===== src/rtl/aes_pkg.sv =====
// Shared AES constants: S-box table, round constants, supported (Nk,Nr) pairs.
// No latency (constants and pure functions only).
// No flow control.
package aes_pkg;

  localparam int NK_128 = 4;
  localparam int NR_128 = 10;
  localparam int NK_192 = 6;
  localparam int NR_192 = 12;
  localparam int NK_256 = 8;
  localparam int NR_256 = 14;

  // Forward S-box. Entry 0x00 sits in the top byte.
  localparam logic [2047:0] SBOX_TABLE = {
    128'h637c777bf26b6fc53001672bfed7ab76,
    128'hca82c97dfa5947f0add4a2af9ca472c0,
    128'hb7fd9326363ff7cc34a5e5f171d83115,
    128'h04c723c31896059a071280e2eb27b275,
    128'h09832c1a1b6e5aa0523bd6b329e32f84,
    128'h53d100ed20fcb15b6acbbe394a4c58cf,
    128'hd0efaafb434d338545f9027f503c9fa8,
    128'h51a3408f929d38f5bcb6da2110fff3d2,
    128'hcd0c13ec5f974417c4a77e3d645d1973,
    128'h60814fdc222a908846eeb814de5e0bdb,
    128'he0323a0a4906245cc2d3ac629195e479,
    128'he7c8376d8dd54ea96c56f4ea657aae08,
    128'hba78252e1ca6b4c6e8dd741f4bbd8b8a,
    128'h703eb5664803f60e613557b986c11d9e,
    128'he1f8981169d98e949b1e87e9ce5528df,
    128'h8ca1890dbfe6426841992d0fb054bb16
  };

  // Rcon[1..10], Rcon[1] in the top byte.
  localparam logic [79:0] RCON_TABLE = 80'h01020408102040801b36;

  function automatic logic [7:0] sbox(input logic [7:0] b);
    return SBOX_TABLE[2047 - 8*int'(b) -: 8];
  endfunction

  // Valid for idx 1..10; anything else returns 0.
  function automatic logic [7:0] rcon(input logic [3:0] idx);
    if (idx == 4'd0 || idx > 4'd10) return 8'h00;
    return RCON_TABLE[79 - 8*(int'(idx) - 1) -: 8];
  endfunction

  function automatic bit legal_cfg(input int nk, input int nr);
    return (nk == NK_128 && nr == NR_128) ||
           (nk == NK_192 && nr == NR_192) ||
           (nk == NK_256 && nr == NR_256);
  endfunction

endpackage


===== src/rtl/aes_sbox.sv =====
// Single-byte AES forward S-box lookup.
// Combinational, zero cycles.
// No flow control.
module aes_sbox
  import aes_pkg::*;
(
  input  logic [7:0] byte_i,
  output logic [7:0] byte_o
);

  assign byte_o = sbox(byte_i);

endmodule


===== src/rtl/key_generator_aes.sv =====
// AES-128/192/256 key expansion, one expanded word per clock, all round keys on one bus.
// Latency start-accept edge -> done = 4*(Nr+1)-Nk edges (40/46/52).
// No backpressure: start is only sampled while idle; extra starts while busy are dropped.
module key_generator_aes
  import aes_pkg::*;
#(
  parameter int Nk = 4,
  parameter int Nr = 10
) (
  input  logic                  clk,
  input  logic                  reset,
  input  logic                  start,
  input  logic [32*Nk-1:0]      key,
  output logic                  busy,
  output logic                  done,
  output logic [128*(Nr+1)-1:0] round_keys
);

  localparam int KW  = 32*Nk;
  localparam int NW  = 4*(Nr+1);
  localparam int RKW = 128*(Nr+1);

  if (!legal_cfg(Nk, Nr)) begin : g_bad_cfg
    $error("key_generator_aes: unsupported (Nk,Nr) pair");
  end

  typedef enum logic {ST_IDLE, ST_RUN} state_t;

  state_t         state_q;
  logic [31:0]    win_q [Nk];   // win_q[0] = w[i-Nk], win_q[Nk-1] = w[i-1]
  logic [5:0]     i_q;          // index of the word written on the next busy edge
  logic [2:0]     pos_q;        // i % Nk
  logic [3:0]     rc_q;         // i / Nk, used only when pos_q == 0
  logic           busy_q;
  logic           done_q;
  logic [RKW-1:0] rk_q;

  logic [31:0] prev_w;
  logic [31:0] rot_w;
  logic [31:0] sub_in;
  logic [31:0] sub_out;
  logic [31:0] temp_w;
  logic [31:0] word_d;

  // SubWord: four byte-wide S-box lookups
  for (genvar g = 0; g < 4; g++) begin : g_sub
    aes_sbox u_sbox (
      .byte_i (sub_in[8*g +: 8]),
      .byte_o (sub_out[8*g +: 8])
    );
  end

  // Next expanded word from the sliding window of the last Nk words
  always_comb begin
    prev_w = win_q[Nk-1];
    rot_w  = {prev_w[23:0], prev_w[31:24]};
    sub_in = (pos_q == 3'd0) ? rot_w : prev_w;
    if (pos_q == 3'd0) begin
      temp_w = sub_out ^ {rcon(rc_q), 24'h0};
    end else if (Nk == 8 && pos_q == 3'd4) begin
      temp_w = sub_out;
    end else begin
      temp_w = prev_w;
    end
    word_d = win_q[0] ^ temp_w;
  end

  // Control FSM, window shift and round-key bus writes
  always_ff @(posedge clk) begin
    if (reset) begin
      state_q <= ST_IDLE;
      for (int j = 0; j < Nk; j++) win_q[j] <= '0;
      i_q     <= '0;
      pos_q   <= '0;
      rc_q    <= 4'd1;
      busy_q  <= 1'b0;
      done_q  <= 1'b0;
      rk_q    <= '0;
    end else begin
      case (state_q)
        ST_IDLE: begin
          done_q <= 1'b0;
          if (start) begin
            for (int j = 0; j < Nk; j++) begin
              win_q[j]                  <= key[KW-1-32*j -: 32];
              rk_q[RKW-1-32*j -: 32]    <= key[KW-1-32*j -: 32];
            end
            i_q     <= 6'(Nk);
            pos_q   <= 3'd0;
            rc_q    <= 4'd1;
            busy_q  <= 1'b1;
            state_q <= ST_RUN;
          end
        end
        ST_RUN: begin
          rk_q[RKW-1-32*int'(i_q) -: 32] <= word_d;
          for (int j = 0; j < Nk-1; j++) win_q[j] <= win_q[j+1];
          win_q[Nk-1] <= word_d;
          i_q   <= i_q + 6'd1;
          pos_q <= (pos_q == 3'(Nk-1)) ? 3'd0 : pos_q + 3'd1;
          if (pos_q == 3'd0) rc_q <= rc_q + 4'd1;
          // The edge that writes the final word ends the run
          if (i_q == 6'(NW-1)) begin
            busy_q  <= 1'b0;
            done_q  <= 1'b1;
            state_q <= ST_IDLE;
          end
        end
        default: state_q <= ST_IDLE;
      endcase
    end
  end

  assign busy       = busy_q;
  assign done       = done_q;
  assign round_keys = rk_q;

endmodule


===== config.mk =====
export PLATFORM = sky130hd
export DESIGN_NAME = key_generator_aes
export DESIGN_NICKNAME = d
export VERILOG_FILES = /design/src/rtl/aes_pkg.sv /design/src/rtl/aes_sbox.sv /design/src/rtl/key_generator_aes.sv
export SDC_FILE = /design/constraint.sdc
export NUM_CORES = 2
export LEC_CHECK = 0
export ABC_CLOCK_PERIOD_IN_PS = 12500
export BUFFER_PORTS_ARGS = -buffer_cell sky130_fd_sc_hd__clkbuf_2
export CAP_MARGIN = 25
export CORE_AREA = 2 2 603 605
export CTS_CLUSTER_DIAMETER = 60
export CTS_CLUSTER_SIZE = 16
export DETAILED_ROUTE_END_ITERATION = 10
export DIE_AREA = 0 0 605 607
export PLACE_DENSITY_LB_ADDON = 0.3
export SYNTH_ARGS = -nofsm -noshare
export SYNTH_HDL_FRONTEND = slang
export SYNTH_SLANG_ARGS = --single-unit
export TNS_END_PERCENT = 10

===== constraint.sdc =====
create_clock -name clk -period 12.5 [get_ports clk]
set_input_delay 0.625 -clock clk [delete_from_list [all_inputs] [get_ports clk]]
set_output_delay 0.625 -clock clk [all_outputs]
set_load 0.02 [all_outputs]

# Yosys cells after proc, flatten, opt, wreduce, memory -nomap -nowiden
# Memory sizes are Yosys's and may differ from the RTL's.
# Cells that the tools add are included.
# op_classes
order_cmp	1
reduce_logical	5
add_sub_neg	11
bitwise_logic	11
n_shift	7
muxes	42
n_eq_ne	5
# op_table
cell	n
$shiftx 2055x32->8 const A	4
$shift 32x33->1439 const A	1
$shiftx 32x33->1439	1
$bwmux 1408	1
$mux 32	10
$pmux 128 s2	1
$mux 128	1
$shiftx 87x9->8 const A	1
$xor 32x32->32	2
$sub 11x11->12 const A	5
$neg 12->33	1
$mux 8	3
$mux 1	15
$pmux 6 s2	1
$sub 8x8->9 const A	1
$mux 4	2
$or 1x1->1	8
$pmux 4 s2	1
$add 6x1->6 const B	1
$eq 6x6->1 const B	1
$mux 3	2
$mux 6	1
$pmux 1 s2	3
$pmux 3 s2	1
other kinds (12)	14
# totals
wordCells	91
ff_bits	1424
output_inout_bits	1410
n_memories	1
mem_bits_rw	128
# mem_list
name	words	word_bits	rd	rd_ports_with_merged_regs	write_ports	line_no	text
win_q	4	32	4	0	4	key_generator_aes.sv:30	logic [31:0] win_q [Nk];

# Logic depth before layout (Yosys ltp)
# logic_depth
word_depth	12
ltp_mapped	22
mapped_depth_nobuf	16

# Modules after synthesis
# From an unflattened synthesis, not the netlist that was laid out.
# hier_totals
cells_unflattened	9068
hier_area_um2	70796.6
# by_module_without_submodules
mod	area_per_inst_um2	cells_per_inst	n_inst
key_generator_aes	57295.0	6884	1
aes_sbox (g_sub[0].u_sbox ...)	3333.2	547	3
aes_sbox (g_sub[3].u_sbox)	3502.1	543	1

# Least setup slack after synthesis
# OpenSTA, ideal clock, no wires.
# synth_path
kind	register to register
startpoint	register pos_q[0]
endpoint	memory win_q[3][30] (data pin)
setup_ps	263
required_time_ps	12237
period_less_slack_ps	5233
path_buffers	7
t_arrival_ps	4970
stages_incl_launch_ff	22
slack_ps	7267
path_cell_list	dfxtp_1 inv_1 ha_1 buf_4 nand2b_4 buf_6 buf_6 mux2i_1 inv_1 ha_1 clkbuf_1 clkbuf_1 clkbuf_1 o2bb2ai_1 or3_1 o211ai_1 a21oi_1 o221a_2 o31a_1 nor2_1 buf_2 o21ai_1
# synth_rtl
element	line_no	text
from (decl)	key_generator_aes.sv:32	logic [2:0] pos_q;
from (signal assigned)	key_generator_aes.sv:100	pos_q <= (pos_q == 3'(Nk-1)) ? 3'd0 : pos_q + 3'd1;
to (decl)	key_generator_aes.sv:30	

# Final worst setup path
# layout_path
startpoint	register pos_q[0]
endpoint	register rk_q[1195], in the netlist round_keys[1195]
# layout_between
elab_chain_cells	9
elab_cells_between_ends	15
classes_between	4 x add/sub; 5 x shift; 3 x mux; 2 x bitwise; 1 x reduce/logical
# layout_lines
element	line_no	text
$logic_not 3->1 (*)	key_generator_aes.sv:57, key_generator_aes.sv:58	
$mux 32	key_generator_aes.sv:57	sub_in = (pos_q == 3'd0) ? rot_w : prev_w;
$sub 11x11->12	aes_pkg.sv:37	return SBOX_TABLE[2047 - 8*int'(b) -: 8];
$shiftx 2055x32->8	aes_pkg.sv:37	
$xor 32x32->32	key_generator_aes.sv:59	temp_w = sub_out ^ {rcon(rc_q), 24'h0};
$mux 32 (*)	key_generator_aes.sv:58	if (pos_q == 3'd0) begin
$xor 32x32->32 (*)	key_generator_aes.sv:65	word_d = win_q[0] ^ temp_w;
$shiftx 32x33->1439 (*)	key_generator_aes.sv:96	rk_q[RKW-1-32*int'(i_q) -: 32] <= word_d;
$bwmux 1408 (*)	key_generator_aes.sv:96	
to (signal, indexed assignment)	key_generator_aes.sv:86	rk_q[RKW-1-32*j -: 32] <= key[KW-1-32*j -: 32];
to (signal, indexed assignment)	key_generator_aes.sv:96	
to (decl)	key_generator_aes.sv:36	logic [RKW-1:0] rk_q;
# Every way passes the cells marked *; elsewhere a longest branch is shown, timed or not.
# A chain may end at the register's enable or synchronous reset.

==> impl_summary.log <==
INFO  metric detail-route-antenna-nets = 0
INFO  metric fp.dieH = 607 um
INFO  metric vias_after_detailed_routing = 79.3k
INFO  metric p_per_area = 181 nW/um2
INFO  metric combinational_family_with_the_most_area_after_synthesis = compound AO/OA/AOI/OAI gates
INFO  metric r2r_setup_slack = roughly 4.2 ns
INFO  metric core-area = 361000 um2
INFO  metric most_common_cell_after_layout_fill_and_taps_aside = sky130_fd_sc_hd__clkbuf_2
INFO  metric ffs_latches_synth = 1552
INFO  metric syn_area_per_cell = 8.37 um2
INFO  metric power_leakage = 33.7 nW
INFO  metric fmax = between 100 and 150 MHz
INFO  metric post-dp-hpwl = around 330000 um
INFO  metric grt_overflow = 0
INFO  metric cts.clk_slew.worst_paths = 0.07 ns
INFO  metric detail_route.drc_violations = 0
INFO  metric drt-initial-drc-count = 9730
INFO  metric grt_use_total = 0.246
INFO  metric origin_of_the_critical_flop_to_flop_path = pos_q[0]
INFO  metric final_routed_wirelength_across_all_metal_layers = 477000 um
INFO  metric synth.area.mux_share = 0.0193
INFO  metric portBuffers = 1540
INFO  metric cells_along_the_critical_path = inv_1 > ha_1 > buf_4 > nor2b_4 > buf_4 > mux2_2 > inv_1 > buf_4 > ha_1 > buf_4 > a211oi_1 > a211oi_1 > nor3_1 > o311ai_0 > o211ai_1 > xor2_4 > buf_4 > buf_4 > nand2_1 > a21oi_1
INFO  metric detailed_routing_iteration_count_for_the_pre_antenna_repair_pass = 8
INFO  metric final_net_count = 10.1k
INFO  metric detail_route.vias_per_cell = ~5.3
INFO  metric syn-instance-count = 8888
INFO  metric synth.largest_area_cell = sky130_fd_sc_hd__dfxtp_1
INFO  metric setup_repair_after_global_routing_missed_its_margin = no
INFO  metric dieArea = approximately 370000 um2
INFO  metric yosys_warnings = 0
INFO  metric timing.final.setup_violations = 0
INFO  metric finalCritPeriodShare = 0.667
INFO  metric drive_above_1_share = 0.240
INFO  metric yosys.area_share.xor_xnor = 0.00838
INFO  metric hold_start = key[30]
INFO  metric crit_path_max_fanout = 39
INFO  metric htree_levels = 4
INFO  metric clock-sinks = 1552
INFO  metric max-clock-path-buffers = 4
INFO  metric irDropWorstVdd = 0.129 mV
INFO  metric critPathTopFamily = buffers and inverters
INFO  metric clockRootBuffer = sky130_fd_sc_hd__clkbuf_16
INFO  metric final.setup.tns = 0 ns
INFO  metric fin_skew = 0.0565 ns
INFO  metric post_synth_and_or_nand_nor_area_fraction = 0.193
INFO  metric std_cell_rows = approximately 220
INFO  metric synth.top_cells.by_area = sky130_fd_sc_hd__dfxtp_1 38%, sky130_fd_sc_hd__a211oi_1 6.3%, sky130_fd_sc_hd__nor2_1 5.9%, sky130_fd_sc_hd__edfxtp_1 5.2%, sky130_fd_sc_hd__nand2_1 5.1%
INFO  metric synth-seq-area-share = 0.435
INFO  metric fillerInstances = 39.4k
INFO  metric finalWeightedCongestion = about 1.0
INFO  metric power.total = 0.0168 W
INFO  metric synth-edff-count = roughly 130
INFO  metric synth_top_flop_cell = sky130_fd_sc_hd__dfxtp_1
INFO  metric critical-path-slowest-cell = sky130_fd_sc_hd__o311ai_0
INFO  metric routedWlPerCell = approximately 32 um
INFO  metric syn_area = 74400 um2
INFO  metric critical-path-max-stage-delay = 0.97 ns
INFO  metric postSynthNetCount = approximately 9.1k
INFO  metric grt_pass1_wl = 638000 um
INFO  metric clock_tree_from_tritoncts = yes
INFO  metric run_status = finished, final reports clean
INFO  metric commonest_cells_after_routing_fill_and_taps_aside = 1539 x sky130_fd_sc_hd__clkbuf_2, 1423 x sky130_fd_sc_hd__dfxtp_1, 1121 x sky130_fd_sc_hd__nor2_1
INFO  metric yosysUniqueCellTypes = 102
INFO  metric relSlewSlack = 0.250
INFO  metric report.final.slew_viol_count = 0
INFO  metric grt_start_max_net_pins = about 190
INFO  metric cpMostUsedCell = sky130_fd_sc_hd__buf_4
INFO  metric numCtsBuffers = around 170
INFO  metric crit_path_end_kind = register
INFO  metric design_area = 93200 um2
INFO  metric worst-endpoint-arrival = 9.09 ns
INFO  metric synth.top_cell.area_share = 0.383
INFO  metric num_io_pins = 1541
INFO  metric initial_utilization = 0.206
INFO  metric worst_hold_path_type = input port to register
INFO  metric placement.cell_area = 87300 um2
INFO  metric worst_pin_slew = 1.11 ns
INFO  metric worstSkewPairLatency = ~0.87 ns
INFO  metric grt_pass1_vias = 71.8k
INFO  metric antenna_found_initial = 60
INFO  metric fraction_of_the_mapped_netlist_area_in_compound_gates = 0.272
INFO  metric crit_path_start = pos_q[0]
INFO  metric area_occupied_by_multi_input_gates = 38300 um2
INFO  metric timing_worst_setup_path_type = register to register
INFO  metric path_buf_inv = 8
INFO  metric layout.area.seq = 32400 um2
INFO  metric cap_viol_max_count = 0
INFO  metric area_share_of_fa_ha_maj_cells_after_synthesis = 0.0113
INFO  metric worst_setup_path_start_kind = register
INFO  metric area_growth_syn_to_fin = 25.3%
INFO  metric fin_crit = 8.34 ns
INFO  metric final_hold_viol_count = 0
INFO  metric synth-async-reset-ratio = 0
INFO  metric critical_path_required = 13.25 ns
INFO  metric horiz_die_dim = about 600 um
cells in the mapped netlist, drive strengths merged, types with 98 or more instances:
master  number
buf        302
nand3b     412
dfxtp     1424
edfxtp     128
a22oi      143
nor2      1160
nand3      101
a21oi      493
nor3       143
a211oi     663
clkbuf     708
o311ai     203
o211ai      98
nand2     1010
o21ai      566
a221oi      98
stage by stage:
step | utilization | worst slack, ns | cells | hold slack (ns)
2_1_floorplan | - | 7.27 | 8888 | 0.473
3_3_place_gp | 0.241 | 4.52 | 14500 | 0.440
3_5_place_dp | 0.242 | 4.58 | 14500 | 0.446
4_1_cts | 0.258 | 4.54 | 14800 | 0.00180
5_1_grt | 0.258 | 4.09 | 14800 | 0.0451
6_report | 0.258 | 4.16 | 14900 | 0.0741
final cells by class:
type,count,area share
clock inverters,103,0.0128
well taps,4794,0.0644
clock buffers,187,0.0478
diodes,50,0.00134
repair buffers,1858,0.113
inverters,54,0.00217
flip-flops and latches,1552,0.347
multi-input cells,6272,0.411
kinds of logic (layout without fill, tap and decap cells):
logic type               after synthesis  in the layout
other                                  0             50
flip-flops                          1552           1552
adder cells (fa/ha/maj)               67             67
AO/OA/AOI/OAI                       2908           2908
AND/OR/NAND/NOR                     3101           3101
multiplexers                         130            130
buffers and inverters               1064           2202
XOR/XNOR                              66             66
power breakdown:
group	total [W]	internal [W]	switching (W)
combinational	0.00636	0.00129	0.00507
clock	0.00528	0.00278	0.00250
sequential	0.00521	0.00511	0.000102
state kept, by name (all words and copies together) (netlist names):
register	count
busy	1
done	1
i_q	6
pos_q	3
rc_q	4
round_keys	1408
state_q	1
win_q	128
final timing paths:
check / endpoint / depth (start not counted)
setup / recovery: round_keys[1195] / 20
hold / removal: win_q[3][30] / 3
setup reg to reg: round_keys[1195] / 20
hold reg to reg: round_keys[51] / 2
per-layer routing:
metal  up-vias  part of all wire  GRT usage
li1      34600                 -          -
met3       939             0.083     0.0558
met5         -                 0          0
met4         0             0.063      0.145
met1     39400              0.40      0.306
met2      4422              0.45      0.389
repair_timing:
item | CTS | global route
gates resized for setup | 0 | 0
setup buffers | 0 | 0
hold endpoints to repair | 1 | 0
hold buffers | 1 | 0
worst register-to-register path: stages (launching register included):
cell and delay, ns:
sky130_fd_sc_hd__dfxtp_1 0.31, sky130_fd_sc_hd__inv_1 0.08, sky130_fd_sc_hd__ha_1 0.15, sky130_fd_sc_hd__buf_4 0.33, sky130_fd_sc_hd__nor2b_4 0.70, sky130_fd_sc_hd__buf_4 0.64, sky130_fd_sc_hd__mux2_2 0.61, sky130_fd_sc_hd__inv_1 0.33
sky130_fd_sc_hd__buf_4 0.24, sky130_fd_sc_hd__ha_1 0.53, sky130_fd_sc_hd__buf_4 0.26, sky130_fd_sc_hd__a211oi_1 0.09, sky130_fd_sc_hd__a211oi_1 0.32, sky130_fd_sc_hd__nor3_1 0.08, sky130_fd_sc_hd__o311ai_0 0.97, sky130_fd_sc_hd__o211ai_1 0.32
sky130_fd_sc_hd__xor2_4 0.56, sky130_fd_sc_hd__buf_4 0.65, sky130_fd_sc_hd__buf_4 0.71, sky130_fd_sc_hd__nand2_1 0.20, sky130_fd_sc_hd__a21oi_1 0.14
Note: power is estimated with default switching activity, not from simulation.
